File: src/rtl/bp_pkg.sv
// Shared types and helpers for the branch predictor.
// Holds the BTB entry layout, the update opcode handed to the table, the
// weak-taken / weak-not-taken counter encodings and saturating counter math.
// Storage geometry (entry widths) follows the localparams below. The top-level
// parameters default to these values and must be kept equal to them.
package bp_pkg;

  localparam int BP_DATA_W  = 32;
  localparam int BP_ENTRIES = 16;
  localparam int BP_IDX     = $clog2(BP_ENTRIES);
  localparam int BP_CTR_W   = 2;
  localparam int BP_TAG_W   = BP_DATA_W - 2 - BP_IDX;

  typedef logic [BP_CTR_W-1:0] ctr_t;

  localparam ctr_t CTR_WEAK_T  = ctr_t'(2 ** (BP_CTR_W - 1));
  localparam ctr_t CTR_WEAK_NT = ctr_t'(2 ** (BP_CTR_W - 1) - 1);
  localparam ctr_t CTR_MAX     = '1;

  typedef struct packed {
    logic                 valid;
    logic [BP_TAG_W-1:0]  tag;
    logic [BP_DATA_W-1:0] target;
    logic                 jump;
    ctr_t                 ctr;
  } bp_entry_t;

  // Update request sent from execute to the table.
  typedef enum logic [1:0] {
    BP_OP_NONE      = 2'd0,
    BP_OP_TAKEN     = 2'd1,
    BP_OP_NOT_TAKEN = 2'd2
  } bp_op_e;

  function automatic ctr_t ctr_inc(input ctr_t c);
    return (c == CTR_MAX) ? c : c + ctr_t'(1);
  endfunction

  function automatic ctr_t ctr_dec(input ctr_t c);
    return (c == '0) ? c : c - ctr_t'(1);
  endfunction

endpackage

File: src/rtl/bp_table.sv
// Direct-mapped BTB storage.
// Ports:
//   clk_i, rst_ni      clock, async active-low reset (clears valid, ctr -> weak NT)
//   ridx_i / rdata_o   combinational read port (fetch lookup)
//   op_i, widx_i,      synchronous write port; the table itself resolves
//   wtag_i, wtarget_i, hit/miss on the write index so that the update side
//   wjump_i            needs no second read port
// A same-cycle read of the written index returns the pre-edge contents.
module bp_table
  import bp_pkg::*;
#(
  parameter  int ENTRIES = BP_ENTRIES,
  localparam int IDX     = $clog2(ENTRIES)
) (
  input  logic                 clk_i,
  input  logic                 rst_ni,
  input  logic [IDX-1:0]       ridx_i,
  output bp_entry_t            rdata_o,
  input  bp_op_e               op_i,
  input  logic [IDX-1:0]       widx_i,
  input  logic [BP_TAG_W-1:0]  wtag_i,
  input  logic [BP_DATA_W-1:0] wtarget_i,
  input  logic                 wjump_i
);

  logic                 valid_q  [ENTRIES];
  ctr_t                 ctr_q    [ENTRIES];
  logic [BP_TAG_W-1:0]  tag_q    [ENTRIES];
  logic [BP_DATA_W-1:0] target_q [ENTRIES];
  logic                 jump_q   [ENTRIES];

  logic whit;

  always_comb begin
    rdata_o        = '0;
    rdata_o.valid  = valid_q[ridx_i];
    rdata_o.tag    = tag_q[ridx_i];
    rdata_o.target = target_q[ridx_i];
    rdata_o.jump   = jump_q[ridx_i];
    rdata_o.ctr    = ctr_q[ridx_i];
  end

  assign whit = valid_q[widx_i] && (tag_q[widx_i] == wtag_i);

  // Valid and counter state: async reset, so a reset mid-update wins.
  always_ff @(posedge clk_i or negedge rst_ni) begin
    if (!rst_ni) begin
      for (int i = 0; i < ENTRIES; i++) begin
        valid_q[i] <= 1'b0;
        ctr_q[i]   <= CTR_WEAK_NT;
      end
    end else begin
      case (op_i)
        BP_OP_TAKEN: begin
          valid_q[widx_i] <= 1'b1;
          ctr_q[widx_i]   <= whit ? ctr_inc(ctr_q[widx_i]) : CTR_WEAK_T;
        end
        BP_OP_NOT_TAKEN: begin
          if (whit) ctr_q[widx_i] <= ctr_dec(ctr_q[widx_i]);
        end
        default: ;
      endcase
    end
  end

  // Payload storage needs no reset: valid gates every use of it.
  always_ff @(posedge clk_i) begin
    if (rst_ni && op_i == BP_OP_TAKEN) begin
      tag_q[widx_i]    <= wtag_i;
      target_q[widx_i] <= wtarget_i;
      jump_q[widx_i]   <= wjump_i;
    end
  end

endmodule

File: src/rtl/branch_predictor.sv
// Dynamic branch predictor: direct-mapped BTB with per-entry saturating counters.
// Ports:
//   clk, rst                         clock, async active-low reset
//   pcF, lookup_validF               fetch PC, fetch-advancing strobe (stats only)
//   predict_takenF, predict_targetF  zero-latency prediction of next PC
//   update_validE, pcE, takenE,      resolved branch/jump from execute
//   is_jumpE, targetE
//   pred_takenE, pred_targetE        prediction that was made in fetch
//   mispredictE, recover_pcE         redirect request and correct next PC
//   lookup_cnt, mispredict_cnt       wrapping performance counters
module branch_predictor
  import bp_pkg::*;
#(
  parameter int DATA_WIDTH = BP_DATA_W,
  parameter int ENTRIES    = BP_ENTRIES,
  parameter int CTR_WIDTH  = BP_CTR_W,
  parameter int STAT_WIDTH = 16
) (
  input  logic                  clk,
  input  logic                  rst,
  input  logic [DATA_WIDTH-1:0] pcF,
  input  logic                  lookup_validF,
  output logic                  predict_takenF,
  output logic [DATA_WIDTH-1:0] predict_targetF,
  input  logic                  update_validE,
  input  logic [DATA_WIDTH-1:0] pcE,
  input  logic                  takenE,
  input  logic                  is_jumpE,
  input  logic [DATA_WIDTH-1:0] targetE,
  input  logic                  pred_takenE,
  input  logic [DATA_WIDTH-1:0] pred_targetE,
  output logic                  mispredictE,
  output logic [DATA_WIDTH-1:0] recover_pcE,
  output logic [STAT_WIDTH-1:0] lookup_cnt,
  output logic [STAT_WIDTH-1:0] mispredict_cnt
);

  localparam int IDX   = $clog2(ENTRIES);
  localparam int TAG_W = DATA_WIDTH - 2 - IDX;

  bp_entry_t rd;
  bp_op_e    op;
  logic      hitF;

  logic [STAT_WIDTH-1:0] lookup_cnt_q, lookup_cnt_d;
  logic [STAT_WIDTH-1:0] misp_cnt_q, misp_cnt_d;

  bp_table #(.ENTRIES(ENTRIES)) u_table (
    .clk_i     (clk),
    .rst_ni    (rst),
    .ridx_i    (pcF[IDX+1:2]),
    .rdata_o   (rd),
    .op_i      (op),
    .widx_i    (pcE[IDX+1:2]),
    .wtag_i    (pcE[DATA_WIDTH-1:IDX+2]),
    .wtarget_i (targetE),
    .wjump_i   (is_jumpE)
  );

  // Lookup: the jump bit overrides the direction counter.
  assign hitF            = rd.valid && (rd.tag == pcF[DATA_WIDTH-1:DATA_WIDTH-TAG_W]);
  assign predict_takenF  = hitF && (rd.jump || rd.ctr[CTR_WIDTH-1]);
  assign predict_targetF = predict_takenF ? rd.target : pcF + DATA_WIDTH'(4);

  // A correct direction with a wrong target still needs a redirect when taken.
  assign mispredictE = update_validE &&
                       ((takenE != pred_takenE) || (takenE && (targetE != pred_targetE)));
  assign recover_pcE = takenE ? targetE : pcE + DATA_WIDTH'(4);

  always_comb begin
    op = BP_OP_NONE;
    if (update_validE) op = takenE ? BP_OP_TAKEN : BP_OP_NOT_TAKEN;
  end

  always_comb begin
    lookup_cnt_d = lookup_cnt_q + STAT_WIDTH'(lookup_validF);
    misp_cnt_d   = misp_cnt_q + STAT_WIDTH'(mispredictE);
  end

  always_ff @(posedge clk or negedge rst) begin
    if (!rst) begin
      lookup_cnt_q <= '0;
      misp_cnt_q   <= '0;
    end else begin
      lookup_cnt_q <= lookup_cnt_d;
      misp_cnt_q   <= misp_cnt_d;
    end
  end

  assign lookup_cnt     = lookup_cnt_q;
  assign mispredict_cnt = misp_cnt_q;

endmodule
File: config.mk
export PLATFORM = sky130hd
export DESIGN_NAME = branch_predictor
export DESIGN_NICKNAME = d
export VERILOG_FILES = /design/src/rtl/bp_pkg.sv /design/src/rtl/bp_table.sv /design/src/rtl/branch_predictor.sv
export SDC_FILE = /design/constraint.sdc
export NUM_CORES = 1
export LEC_CHECK = 0
export BUFFER_PORTS_ARGS = -buffer_cell sky130_fd_sc_hd__clkbuf_2
export CAP_MARGIN = 20
export CORE_ASPECT_RATIO = 0.75
export CORE_UTILIZATION = 30
export DETAILED_ROUTE_END_ITERATION = 8
export GPL_TIMING_DRIVEN = 0
export SLEW_MARGIN = 20
export SYNTH_ARGS = -nofsm -noshare
export SYNTH_HDL_FRONTEND = slang
export SYNTH_SLANG_ARGS = --single-unit
File: constraint.sdc
create_clock -name clk -period 7.8 [get_ports clk]
set_clock_uncertainty 0.05 [all_clocks]
set_input_delay 0.78 -clock clk [delete_from_list [all_inputs] [get_ports clk]]
set_output_delay 0.78 -clock clk [all_outputs]
set_load 0.005 [all_outputs]
==> results.sh <==
export IMPL_synthTopCellsByArea="edfxtp_1, mux4_2, dfrtp_1, xnor2_1, mux2i_1"
export IMPL_synth_edf_count=944
export IMPL_vias=29200
export IMPL_final_area_um2=55100
export IMPL_grt_max_degree=82
export IMPL_finish_utilization=0.361
export IMPL_finalMaxSlewViolations=0
export IMPL_drcViolationCount=0
export IMPL_grt_pass1_vias=27500
export IMPL_place_gp_congestion=0.989
export IMPL_ys_ff_latch=1024
export IMPL_cts_root_buffer="clkbuf_16"
export IMPL_drive_above_1_share=0.328
export IMPL_synth_area_um2=46200
export IMPL_final_hold_violation_count=0
export IMPL_yosys_warnings=0
export IMPL_hold_path_class="in -> async"
export IMPL_dieWidth_um=455
export IMPL_clock_fmax_mhz=131
export IMPL_post_cts_buffers=0
export IMPL_p_leak_nw=18.0
export IMPL_clkLatencyLatePin_ns=0.74
export IMPL_place_ws_ns=0.115
export IMPL_cts_buffers_inserted=103
export IMPL_tightest_slew_ns=1.29
export IMPL_clock_sinks=1024
export IMPL_setup_worst_path_start_class="primary input"
export IMPL_whs_ns=0.0159
export IMPL_ctsHtreeMaxLevel=3
export IMPL_ant_nets=0
export IMPL_min_period_ns=7.63
export IMPL_crit_top_cell="clkbuf_2"
export IMPL_cts_hold_buf=0
export IMPL_path_class="in -> out"
export IMPL_fp_row_count=124
export IMPL_end_kind="primary output"
export IMPL_placed_area_um2=51600
export IMPL_netlist_top_cell_by_area="edfxtp_1"
export IMPL_cap_viol_max_count=0
export IMPL_syn_inst=2551
export IMPL_required_ns=6.97
export IMPL_cts_clk_slew_worst_paths_ns=0.06
export IMPL_grt_pass1_wl_um=230000
export IMPL_setup_slack_ns=0.166
export IMPL_dieArea_um2=156000
export IMPL_initial_core_util=0.303
export IMPL_crit_path_max_fanout=10
export IMPL_rsz0062_at_grt="no"
export IMPL_setup_viol_count_final=0
export IMPL_dp_hpwl_um=123000
export IMPL_status="complete, no violations"
export IMPL_ys_seq_area_frac=0.657
export IMPL_period_share=0.979
export IMPL_crit_arrival_ns=6.80
export IMPL_globalRouteTotalUtil=0.215
export IMPL_relSlewSlack=0.139
export IMPL_antenna_found_initial=23
export IMPL_synthFlopType="edfxtp_1"
export IMPL_cts_buffer_depth=3
export IMPL_fill_cells=14200
export IMPL_wl_um=169000
export IMPL_drt_iter0_markers=5006
export IMPL_wl_per_cell_um=33.5
export IMPL_cts_tree="yes"
export IMPL_cpPeakStageDelay_ns=0.76
export IMPL_vias_per_cell=5.76
export IMPL_syn_avg_cell_area_um2=18.1
export IMPL_cts_resized_gates=0
export IMPL_fin_nets=3095
export IMPL_synthArstFlopShare=0.0781
export IMPL_grt_overflow=0
export IMPL_powerDensity_nw_per_um2=229
export IMPL_port_buffers=229
export IMPL_synth_top_cell_area_share=0.613
export IMPL_io_pins=233
export IMPL_netlist_cell_type_count=77
export IMPL_peakVddDrop_uv=226
export IMPL_syn_to_final_growth_pct=19.3
export IMPL_firstDrtPassIters=6
export IMPL_core_um2=153000
export IMPL_crit_path_cell_trace="clkbuf_2 > clkbuf_1 > clkbuf_2 > mux4_2 > mux4_2 > xnor2_1 > nand2_1 > nor4_1 > nand3_1 > clkbuf_1 > buf_2 > a21oi_1 > clkbuf_2"
export IMPL_synth_nets=2695
export IMPL_cp_slowest_cell="clkbuf_1"
export IMPL_die_height_um=342
-- synth_stat cells, types with 13 or more instances --
master	count
edfxtp_1	944
buf_1	20
nor2_1	118
mux2i_1	81
mux2_1	13
nand4_1	30
o22ai_1	26
buf_2	32
a221oi_1	14
and3_1	17
nor4_1	14
o21ai_0	49
a22oi_1	17
o21bai_1	13
a21oi_1	35
nand2b_1	13
xor2_1	63
xnor2_1	103
buf_6	15
nor3_1	16
dfrtp_1	64
inv_1	20
nand3_1	51
clkbuf_1	75
mux4_2	366
mux2_2	47
o21ai_1	25
nand2_1	116
dfstp_2	16
-- state kept, by name, summed over array words and instances, names as in the netlist --
signal,flops
u_table.tag_q,416
lookup_cnt,16
mispredict_cnt,16
u_table.ctr_q,32
u_table.target_q,512
u_table.jump_q,16
u_table.valid_q,16
-- power by group --
part / internal [mW] / switching, mW
clock network: 2.91 / 2.26
logic: 0.483 / 0.760
registers: 6.10 / 0.0924
total: 9.49 / 3.12
-- worst max-delay path: cells and delay by family --
| family | cells | cell delay, ns |
|---|---|---|
| xor+xnor | 1 | 0.49 |
| buf+inv | 6 | 2.75 |
| compound gates | 1 | 0.44 |
| simple gates | 3 | 1.40 |
| mux | 2 | 0.90 |
-- cell type report --
cell class,instances,area (um^2),area share
clock buffer,129,2810,0.0510
sequential,1024,30400,0.551
clock inverter,60,688,0.0125
timing repair buffer,295,2710,0.0492
antenna,11,27.5,0.000499
multi-input combinational,1350,15100,0.274
buffer,154,800,0.0145
tap,2016,2520,0.0458
inverter,23,86.3,0.00157
-- metrics by stage --
stage,TNS [ns],power (mW),std cells
2_1_floorplan,0,6.93,2551
3_3_place_gp,-2485.28,7.50,4796
3_5_place_dp,0,7.52,4861
4_1_cts,0,12.6,5050
5_1_grt,0,12.9,5058
6_report,0,12.6,5062
-- metal layers --
metal  GRT usage  share of wire
met5           0              0
met4      0.0775          0.038
met3      0.0624           0.13
met2       0.307           0.43
met1       0.308           0.40
-- placed cells by master, fill, tap and decap left out, types with 13 or more instances in the layout --
cell       Yosys  routed
mux2i_1       81      81
nand4_1       30      30
clkbuf_1      75      87
mux2_1        13      13
o21ai_0       49      49
and3_1        17      16
a221oi_1      14      14
nand2b_1      13      13
buf_12         0      31
clkbuf_2       0     234
o21ai_1       25      25
buf_6         15      16
nor3_1        16      16
clkinv_1       2      20
xor2_1        63      63
buf_16         0      33
dfstp_2       16      16
a21oi_1       35      34
clkbuf_16      0     106
nor2_1       118     102
nand3_1       51      51
o22ai_1       26      26
clkinv_2       0      19
edfxtp_1     944     944
inv_1         20      20
mux2_2        47      47
a22oi_1       17      17
buf_2         32      45
xnor2_1      103     103
o21bai_1      13      13
nor4_1        14      14
dfrtp_1       64      64
mux4_2       366     366
nand2_1      116     116
nor2_4         0      15
-- cell families after synthesis --
| group | share of synthesized area |
|---|---|
| DFF | 0.657 |
| muxes | 0.211 |
| and+or+nand+nor | 0.0412 |
| AOI/OAI and AO/OA | 0.0380 |
| buffers and inverters | 0.0187 |
| xor gates and xnor gates | 0.0315 |
| adders and majority gates | 0.00265 |
-- final timing paths --
| kind | slack [ns] | start | cells past startpoint | endpoint |
|---|---|---|---|---|
| max | 0.17 | pcF[3] | 13 | predict_targetF[14] |
| min | 0.02 | rst | 1 | lookup_cnt[12] |
| max reg2reg | 3.73 | u_table.tag_q[6][16] | 10 | u_table.ctr_q[15] |
| min reg2reg | 0.42 | lookup_cnt[15] | 1 | lookup_cnt[15] |
| max in group asynchronous | 7.13 | rst | 1 | u_table.ctr_q[9] |
| min in group clk | 0.23 | lookup_validF | 2 | lookup_cnt[0] |
Power figures use the tool's default switching activity.
